--- src/rtl/riscv_pkg.sv ---
// rtl/riscv_pkg.sv - shared RV32I pipeline types and constants
//
// Purpose: ALUOp encodings and the ID/EX control bundle shared by the
// decode, ID/EX register and execute stages.
// Ports: none (package).
package riscv_pkg;

  localparam logic [1:0] ALUOP_MEM    = 2'b00;  // LW/SW/AUIPC: ALU adds
  localparam logic [1:0] ALUOP_BRANCH = 2'b01;  // branch compare
  localparam logic [1:0] ALUOP_RI     = 2'b10;  // R/I-type: funct3/funct7 decide
  localparam logic [1:0] ALUOP_JLUI   = 2'b11;  // JAL/LUI

  typedef struct packed {
    logic [1:0] alu_op;
    logic       alu_src;
    logic       mem_read;
    logic       mem_write;
    logic       reg_write;
    logic       mem_to_reg;
    logic       branch;
    logic       jump;
  } id_ex_ctrl_t;

  // A bubble decodes as a harmless ADD with every side effect disabled.
  localparam id_ex_ctrl_t ID_EX_CTRL_BUBBLE = '{alu_op: ALUOP_MEM, default: 1'b0};

endpackage

--- src/rtl/sat_counter.sv ---
// rtl/sat_counter.sv - saturating up-counter for performance monitoring
//
// Purpose: counts inc pulses, sticks at all-ones instead of wrapping.
// Ports:
//   clk    in  rising-edge clock
//   reset  in  asynchronous active-high reset, clears count
//   inc    in  count one event this cycle
//   count  out W-bit registered count
module sat_counter #(
  parameter int W = 16
) (
  input  logic         clk,
  input  logic         reset,
  input  logic         inc,
  output logic [W-1:0] count
);

  always_ff @(posedge clk or posedge reset) begin
    if (reset) begin
      count <= '0;
    end else if (inc && (count != {W{1'b1}})) begin
      count <= count + {{(W-1){1'b0}}, 1'b1};
    end
  end

endmodule

--- src/rtl/id_ex_stage_reg.sv ---
// rtl/id_ex_stage_reg.sv - ID/EX pipeline register with stall, flush and bubble count
//
// Purpose: captures decoded operands and control from ID for the EX stage.
// Priority per edge: reset > flush > stall > load. A flush, or a load while
// ID is empty, inserts an all-zero bubble and bumps bubble_count.
// Ports:
//   clk, reset            clock, asynchronous active-high reset
//   stall, flush          hold EX / replace EX with a bubble
//   id_*                  decoded instruction fields from ID
//   ex_*                  registered copies presented to EX
//   bubble_count          saturating count of inserted bubbles
module id_ex_stage_reg
  import riscv_pkg::*;
#(
  parameter int XLEN  = 32,
  parameter int CNT_W = 16
) (
  input  logic             clk,
  input  logic             reset,
  input  logic             stall,
  input  logic             flush,
  input  logic             id_valid,
  input  logic [XLEN-1:0]  id_pc,
  input  logic [XLEN-1:0]  id_rd1,
  input  logic [XLEN-1:0]  id_rd2,
  input  logic [XLEN-1:0]  id_imm,
  input  logic [4:0]       id_rs1,
  input  logic [4:0]       id_rs2,
  input  logic [4:0]       id_rd,
  input  logic [2:0]       id_funct3,
  input  logic [6:0]       id_funct7,
  input  logic [1:0]       id_alu_op,
  input  logic             id_alu_src,
  input  logic             id_mem_read,
  input  logic             id_mem_write,
  input  logic             id_reg_write,
  input  logic             id_mem_to_reg,
  input  logic             id_branch,
  input  logic             id_jump,
  output logic             ex_valid,
  output logic [XLEN-1:0]  ex_pc,
  output logic [XLEN-1:0]  ex_rd1,
  output logic [XLEN-1:0]  ex_rd2,
  output logic [XLEN-1:0]  ex_imm,
  output logic [4:0]       ex_rs1,
  output logic [4:0]       ex_rs2,
  output logic [4:0]       ex_rd,
  output logic [2:0]       ex_funct3,
  output logic [6:0]       ex_funct7,
  output logic [1:0]       ex_alu_op,
  output logic             ex_alu_src,
  output logic             ex_mem_read,
  output logic             ex_mem_write,
  output logic             ex_reg_write,
  output logic             ex_mem_to_reg,
  output logic             ex_branch,
  output logic             ex_jump,
  output logic [CNT_W-1:0] bubble_count
);

  id_ex_ctrl_t id_ctrl;
  id_ex_ctrl_t ex_ctrl;
  logic        insert_bubble;
  logic        load;

  assign id_ctrl = '{alu_op:     id_alu_op,
                     alu_src:    id_alu_src,
                     mem_read:   id_mem_read,
                     mem_write:  id_mem_write,
                     reg_write:  id_reg_write,
                     mem_to_reg: id_mem_to_reg,
                     branch:     id_branch,
                     jump:       id_jump};

  // Flush wins over stall, so flush+stall still produces a bubble.
  assign insert_bubble = flush | (~stall & ~id_valid);
  assign load          = ~flush & ~stall & id_valid;

  // Bubbles zero everything, including indices, so forwarding never matches
  // and ex_valid=0 always comes with all side-effect controls cleared.
  always_ff @(posedge clk or posedge reset) begin
    if (reset) begin
      ex_valid  <= 1'b0;
      ex_pc     <= '0;
      ex_rd1    <= '0;
      ex_rd2    <= '0;
      ex_imm    <= '0;
      ex_rs1    <= '0;
      ex_rs2    <= '0;
      ex_rd     <= '0;
      ex_funct3 <= '0;
      ex_funct7 <= '0;
      ex_ctrl   <= ID_EX_CTRL_BUBBLE;
    end else if (insert_bubble) begin
      ex_valid  <= 1'b0;
      ex_pc     <= '0;
      ex_rd1    <= '0;
      ex_rd2    <= '0;
      ex_imm    <= '0;
      ex_rs1    <= '0;
      ex_rs2    <= '0;
      ex_rd     <= '0;
      ex_funct3 <= '0;
      ex_funct7 <= '0;
      ex_ctrl   <= ID_EX_CTRL_BUBBLE;
    end else if (load) begin
      ex_valid  <= 1'b1;
      ex_pc     <= id_pc;
      ex_rd1    <= id_rd1;
      ex_rd2    <= id_rd2;
      ex_imm    <= id_imm;
      ex_rs1    <= id_rs1;
      ex_rs2    <= id_rs2;
      ex_rd     <= id_rd;
      ex_funct3 <= id_funct3;
      ex_funct7 <= id_funct7;
      ex_ctrl   <= id_ctrl;
    end
  end

  assign ex_alu_op     = ex_ctrl.alu_op;
  assign ex_alu_src    = ex_ctrl.alu_src;
  assign ex_mem_read   = ex_ctrl.mem_read;
  assign ex_mem_write  = ex_ctrl.mem_write;
  assign ex_reg_write  = ex_ctrl.reg_write;
  assign ex_mem_to_reg = ex_ctrl.mem_to_reg;
  assign ex_branch     = ex_ctrl.branch;
  assign ex_jump       = ex_ctrl.jump;

  sat_counter #(.W(CNT_W)) u_bubble_cnt (
    .clk   (clk),
    .reset (reset),
    .inc   (insert_bubble),
    .count (bubble_count)
  );

endmodule

--- config.mk ---
export PLATFORM = sky130hd
export DESIGN_NAME = id_ex_stage_reg
export DESIGN_NICKNAME = d
export VERILOG_FILES = /design/src/rtl/riscv_pkg.sv /design/src/rtl/sat_counter.sv /design/src/rtl/id_ex_stage_reg.sv
export SDC_FILE = /design/constraint.sdc
export NUM_CORES = 1
export LEC_CHECK = 0
export ABC_AREA = 1
export ABC_CLOCK_PERIOD_IN_PS = 7500
export CORE_AREA = 10 10 160 162
export DETAILED_ROUTE_END_ITERATION = 8
export DIE_AREA = 0 0 170 172
export GPL_TIMING_DRIVEN = 0
export PLACE_DENSITY = 0.65
export SLEW_MARGIN = 20
export SYNTH_ARGS = -nofsm -noshare
export SYNTH_HDL_FRONTEND = slang
export SYNTH_SLANG_ARGS = --single-unit
--- constraint.sdc ---
create_clock -name clk -period 7.5 [get_ports clk]
set_input_delay 1.125 -clock clk [delete_from_list [all_inputs] [get_ports clk]]
set_output_delay 1.125 -clock clk [all_outputs]
set_load 0.01 [all_outputs]
### Word level (Yosys, flattened, before mapping)

Cells that the tools add are included.

| word-level totals | value |
|---|---|
| bits in registers | 179 |
| input bits | 167 |
| output and inout bits | 179 |
| logic and storage cells | 52 |

| cells by class | value |
|---|---|
| add/sub/neg operators | 1 |
| eq/ne operators | 1 |
| mux-type cells | 22 |
| bitwise operators | 7 |
| reductions and logical operators | 2 |

Operators with widths:

| kind | number |
|---|---|
| 32-bit 2-to-1 mux | 8 |
| 5-bit 2-to-1 mux | 6 |
| 9-bit 2-to-1 mux | 2 |
| 16-bit by 1-bit adder with 16-bit output (second input constant) | 1 |
| 16-bit inequality test (second input constant) | 1 |
| 7-bit 2-to-1 mux | 2 |
| 3-bit 2-to-1 mux | 2 |
| 1-bit AND | 3 |
| 1-bit NOT | 3 |
| 1-bit 2-to-1 mux | 2 |
| 2-bit nonzero test | 1 |
| 1-bit logical AND | 1 |
| 1-bit OR | 1 |

### Longest topological paths before layout

Gate-level depths: netlist of run 1.

| logic depth | value |
|---|---|
| depth in word-level cells | 5 |
| mapped depth | 9 |
| gate-level depth less buffers | 9 |

### Hierarchy

From an unflattened synthesis of run 1, not the netlist that was laid out.

| unflattened totals | value |
|---|---|
| cells, all modules | 877 |
| area, all modules | 7736.2 um^2 |

Modules (own cells, without submodules):

| module | times used | cells an instance | area each (um^2) | seq. area each (um^2) |
|---|---|---|---|---|
| id_ex_stage_reg | 1 | 727 | 6666.4 | 4078.9 |
| sat_counter | 1 | 150 | 1069.8 | 400.4 |

### Worst setup path after synthesis of run 1

No wires, ideal clock.

| path | value |
|---|---|
| path kind | in2reg |
| from | input flush |
| to | register ex_imm[10] |
| library setup time | 117 ps |
| arrival | 1885 ps |
| path slack | 5497 ps |
| stages | 7 |
| path buffers | 3 |
| cells stage by stage | inv_1 -> buf_4 -> nand2_4 -> buf_4 -> buf_2 -> nand3_1 -> nand2_1 |

| on the way | value |
|---|---|
| longest elaborated chain between the ends | 4 |

Ends and longest elaborated chain:

| what | RTL line | RTL |
|---|---|---|
| start, declared | id_ex_stage_reg.sv:21 | `input logic flush,` |
| 1-bit NOT | id_ex_stage_reg.sv:77 | `assign load = ~flush & ~stall & id_valid;` |
| 1-bit AND (2 in a row) | id_ex_stage_reg.sv:77 |  |
| 2-bit nonzero test (no line) | -- |  |
| end signal, assigned | id_ex_stage_reg.sv:111 | `ex_imm <= id_imm;` |
| end, declared | id_ex_stage_reg.sv:44 | `output logic [XLEN-1:0] ex_imm,` |

Parallel ways exist; a longest one is shown, timed or not.
A chain may end at the register's enable or synchronous reset.

### Final worst setup path of run 1

| path | value |
|---|---|
| from | register u_bubble_cnt.count[0] |
| to | output bubble_count[0] |

RTL lines:

| what | RTL line | RTL |
|---|---|---|
| start, declared | sat_counter.sv:15 | `output logic [W-1:0] count` |
| start signal, assigned | sat_counter.sv:22 | `count <= count + {{(W-1){1'b0}}, 1'b1};` |
| end, declared | id_ex_stage_reg.sv:58 | `output logic [CNT_W-1:0] bubble_count` |

No word-level cell between the ends.

==> results of run 1 <==
## stage by stage
step                hold WS (ns)  setup WS, ns  area, um^2  instances
floorplan                  0.530          1.52        7740        877
global placement           0.480         -1.35       11500       1507
detailed placement         0.491          4.60       11600       1509
CTS                        0.511          4.83       12300       1539
global route               0.526          4.79       12300       1539
finish                     0.505          4.87       12300       1540
## routing by layer
metal | wire (um) | share of wire
met1 | 11700 | 0.40
met2 | 13900 | 0.47
met3 | 3300 | 0.11
met4 | 482 | 0.016
met5 | 0 | 0
## area by class of cell
type                            count  area [um^2]  area share
Sequential cell                   179         4480       0.365
Antenna cell                        1         2.50    0.000204
Timing Repair Buffer              347         3510       0.286
Tap cell                          285          357      0.0290
Multi-Input combinational cell    603         2830       0.230
Buffer                             71          339      0.0276
Clock buffer                       17          425      0.0346
Inverter                           24          103     0.00835
Clock inverter                     13          245      0.0200
## cells by family after synthesis
group	count (synthesis)
compound gates	8
xor+xnor	3
fa+ha+maj	1
buf+inv	95
flops	179
simple gates	591
## path summary, 6_finish.rpt
check                                               to  slack, ns  depth (start not counted)
worst max-delay path                   bubble_count[0]       4.87                          1
worst min-delay path                          ex_valid       0.51                          2
worst max register to register  u_bubble_cnt.count[14]       5.86                          9
worst min register to register                ex_valid       0.51                          2
max in group asynchronous                   ex_imm[17]       5.70                          3
min in group asynchronous                    ex_rd1[9]       1.10                          2
## layout by cell type, fill, tap and decap left out, drive strengths merged
cell type      count
buf               45
bufinv             6
clkbuf            45
clkdlybuf4s50    345
clkinv             2
clkinvlp           1
dfrtp            179
diode              1
ha                 1
inv               28
nand2            230
nand3            334
nand4              7
nor2              20
o21ai              8
xnor2              2
xor2               1
## power by group
group / internal, uW / switching [uW]
Sequential: 1040 / 63.9
Combinational: 272 / 248
Clock: 631 / 406
==> metrics.csv, run 1 <==
metric,value,unit
Synth Area in Simple Gates,0.352,
M3 GR Usage,0.0889,
vias in the first global route,7563,
Core ar.,22400,um^2
Worst Path Buf+Inv,1,
Root Driver,clkbuf_16,
Synth area leader,dfrtp_1,
syn nets,1045,
"Top FF cell, synth",dfrtp_1,
PortBufs,345,
Max Cap Viol,0,
global route hottest layer,met2,
Synth async-reset ratio,1.00,
initial core utilization,0.346,
worst-path fanout max,8,
DRT iter0 DRCs,615,
largest net degree at the start of global routing,74,
Clock transition at path regs,0.07,ns
CP endpoint kind,output port,
chip height,172,um
"critical path, cell by cell",clkdlybuf4s50_1,
post-synth top area share,0.579,
Remaining DRCs,0,
Top delay family on crit path,buffers and inverters,
Syn-to-layout area delta,58.7,%
Tmin final,2.63,ns
Core Rows,55,
final core occ,0.549,
remaining antenna violation count after routing,0,
Worst path max stage delay,0.59,ns
RR Startpoint,u_bubble_cnt.count[0],
crit path DAT,1.50,ns
"EDFF count, synth",0,
syn avg cell area,8.83,um^2
antenna violations before repair,1,
cell area after synthesis,7740,um^2
RSZ-0062 raised after global routing,no,
hold_sp,ex_valid,
Tot Pwr,2660,uW
DIE AREA,29200,um^2
fill count,2014,
multiplexer area fraction after synthesis,0,
I/O pins,346,
Tightest Pin Transition,0.500,ns
first-pass GRT wire length,44.2,mm
fmax,381,MHz
max-slew violation total from the final report,0,
CTS tree,built,
final WL,29.4,mm
largest family of logic cells by synthesized area,simple AND/OR/NAND/NOR gates,
Peak VDD IR,0.000125,V
drt pass-1 iters,5,
Synth Area in Compound Gates,0.00857,
met1 usage,0.225,
Rel. slew slack,0.667,
layout net count,1411,
Pwr Density,217,nW/um^2
met2 Track Usage GR,0.320,
number of cells produced by synthesis,877,
HP Class,reg2reg,
status,"finished, final reports clean",
sequential fraction of the synthesis area,0.579,
post-synth cell types,26,
register bit count reported by yosys,179,
post-cts gate resize count,0,
maximum clock path buffer count,2,
Synth Area in Adders,0.00162,
setup bufs post-CTS,0,
Die W,170,um
clk_lat worst skew,0.42,ns
CP startpoint,u_bubble_cnt.count[0],
routed len/inst,19.1,um
"top cells by area, synth","dfrtp_1, nand3_1, nand2_1",
final setup fails,0,
"Slowest-stage cell, CP",clkdlybuf4s50_1,
Critical Path RT,6.38,ns
layout cells sized above 1,0.0750,
gr ovfl total,0,
most frequent cell after synthesis,nand3_1,
GPL Wtd Cong,0.831,
hold buffers post-CTS,0,
via count,7608,
final cycle utilization of the critical path,0.350,
Hold Fails Final Rpt,0,
TritonCTS buffer count,17,
Total Routing Usage GR,0.195,
Synth Area in XOR/XNOR,0.00339,
number of clock sinks,179,
leading cell types by count after synthesis,"nand3_1, nand2_1, dfrtp_1",
crit start category,flip-flop,
vias per cell,4.94,
Yosys warnings,0,
H-tree Lvls,4,
WS Path Type,reg2out,
Pleak,0.00584,uW
setup total negative slack,0,ns
Worst Skew,0.00670,ns
HPWL Detailed,22.2,mm
Power figures use the tool's default switching activity.
==> run 2, diff against run 1 <==
--- a/config.mk
+++ b/config.mk
@@ -6,7 +6,7 @@
 export NUM_CORES = 1
 export LEC_CHECK = 0
 export ABC_AREA = 1
-export ABC_CLOCK_PERIOD_IN_PS = 7500
+export ABC_CLOCK_PERIOD_IN_PS = 2500
 export CORE_AREA = 10 10 160 162
 export DETAILED_ROUTE_END_ITERATION = 8
 export DIE_AREA = 0 0 170 172
==> constraint.sdc (replaced) <==
create_clock -name clk -period 2.5 [get_ports clk]
set_input_delay 0.375 -clock clk [delete_from_list [all_inputs] [get_ports clk]]
set_output_delay 0.375 -clock clk [all_outputs]
set_load 0.01 [all_outputs]
==> run 2 against run 1 <==
Compared with the run above:
- via count up 1.0%
- sequential share of layout area up 0.12 points
- clock power rose to 2.6 times the previous value
- setup slack worse by 4.3 ns
- total power rose to 2.8 times the previous value
- cell area down 0.32%
- critical path depth unchanged
- global-route usage up 0.80 points
- sequential cell count unchanged
- cell count up 0.39%
- critical endpoint is now bubble_count[7]
==> metrics.csv, run 2 (synthesis results as in run 1) <==
metric,value,unit
"critical path, cell by cell",clkdlybuf4s50_1,
Psw,2220,uW
clk_lat worst skew,0.43,ns
DRT iter0 DRCs,527,
"most common cell after layout, fill and taps aside",clkdlybuf4s50_1,
hold buffers post-CTS,0,
Pleak,0.00580,uW
Worst path max stage delay,0.61,ns
crit path DAT,1.54,ns
post-cts gate resize count,0,
fmax,523,MHz
worst-path fanout max,6,
gr ovfl total,0,
final cycle utilization of the critical path,0.765,
fill count,2061,
vias in the first global route,7747,
DIE AREA,29200,um^2
Critical Path RT,2.12,ns
RSZ-0062 raised after global routing,no,
CTS tree,built,
I/O pins,346,
most frequent cells in the layout,"clkdlybuf4s50_1, nand3_1, nand2_1",
Hold Fails Final Rpt,0,
status,"finished, final reports clean",
remaining antenna violation count after routing,0,
CP endpoint kind,output port,
setup bufs post-CTS,0,
max-slew violation total from the final report,0,
Root Driver,clkbuf_16,
Top delay family on crit path,buffers and inverters,
via count,7686,
first-pass GRT wire length,45.8,mm
Clock transition at path regs,0.07,ns
Worst Path Buf+Inv,1,
final core occ,0.548,
Comb pwr share,0.209,
HPWL Detailed,23.3,mm
routed len/inst,19.5,um
Rel. slew slack,0.619,
layout net count,1415,
largest net degree at the start of global routing,32,
placed cell areas,11700,um^2
Remaining DRCs,0,
maximum clock path buffer count,2,
Sw Ratio,0.293,
vias per cell,4.97,
Tmin final,1.91,ns
final setup fails,0,
Worst Skew,0.0107,ns
drt pass-1 iters,5,
Core ar.,22400,um^2
Max Cap Viol,0,
antenna violations before repair,4,
crit start category,flip-flop,
Die W,170,um
H-tree Lvls,4,
GPL Wtd Cong,0.858,
number of clock sinks,179,
"Slowest-stage cell, CP",clkdlybuf4s50_1,
TritonCTS buffer count,17,
Syn-to-layout area delta,58.2,%
Core Rows,55,
chip height,172,um
P_int,5350,uW
final WL,30.2,mm
WS Path Type,reg2out,
Peak VDD IR,0.000418,V
PortBufs,345,
sequential share of power,0.438,
Pwr Density,619,nW/um^2
Clk pwr share,0.353,
Final Instance Area,12200,um^2
initial core utilization,0.346,
Tightest Pin Transition,0.571,ns
layout cells sized above 1,0.0786,
HP Class,in2async,
Total Routing Usage GR,0.203,
==> run 2: area by class of cell <==
cell class / instances / area [um^2] / share of cell area
multi-input cells: 603 / 2830 / 0.231
clock inverters: 14 / 141 / 0.0115
clock buffers: 18 / 429 / 0.0350
diodes: 1 / 2.50 / 0.000204
repair buffers: 351 / 3570 / 0.292
plain buffers: 71 / 339 / 0.0277
flip-flops and latches: 179 / 4480 / 0.366
inverters: 24 / 98.8 / 0.00807
well taps: 285 / 357 / 0.0291
==> run 2: path summary, 6_finish.rpt <==
kind	startpoint	to	slack (ns)	cells after the start
worst max-delay path	u_bubble_cnt.count[7]	bubble_count[7]	0.59	1
worst min-delay path	reset	ex_imm[31]	0.35	2
worst max register to register	u_bubble_cnt.count[0]	u_bubble_cnt.count[1]	0.91	9
worst min register to register	ex_valid	ex_valid	0.50	2
max in group asynchronous	reset	ex_imm[9]	1.15	5
min in group clk	id_rs2[2]	ex_rs2[2]	0.49	3
==> run 2: stage by stage <==
step                      setup TNS, ns  hold WS [ns]  instances  power [uW]  worst slack [ns]
after floorplan                  -30.36         0.513        877        3950            -0.170
after global placement          -331.68         0.484       1507        4940             -1.86
after detailed placement              0         0.493       1513        4980             0.379
after CTS                             0         0.351       1545        7670             0.564
after global routing                  0         0.374       1545        7950             0.517
final                                 0         0.353       1546        7580             0.588
==> run 2: power by group through the flow <==
stage                     logic, uW  clock network (uW)  registers, uW
after floorplan                 505                   0           3450
after global placement         1570                   0           3360
after detailed placement       1610                   0           3370
after CTS                      1610                2740           3320
after global routing           1720                2870           3350
final                          1580                2670           3320
==> run 2: per-layer routing <==
layer,track usage,wire (um)
met2,0.323,14000
met1,0.234,12000
met4,0.0725,713
met3,0.0978,3410
met5,0,42
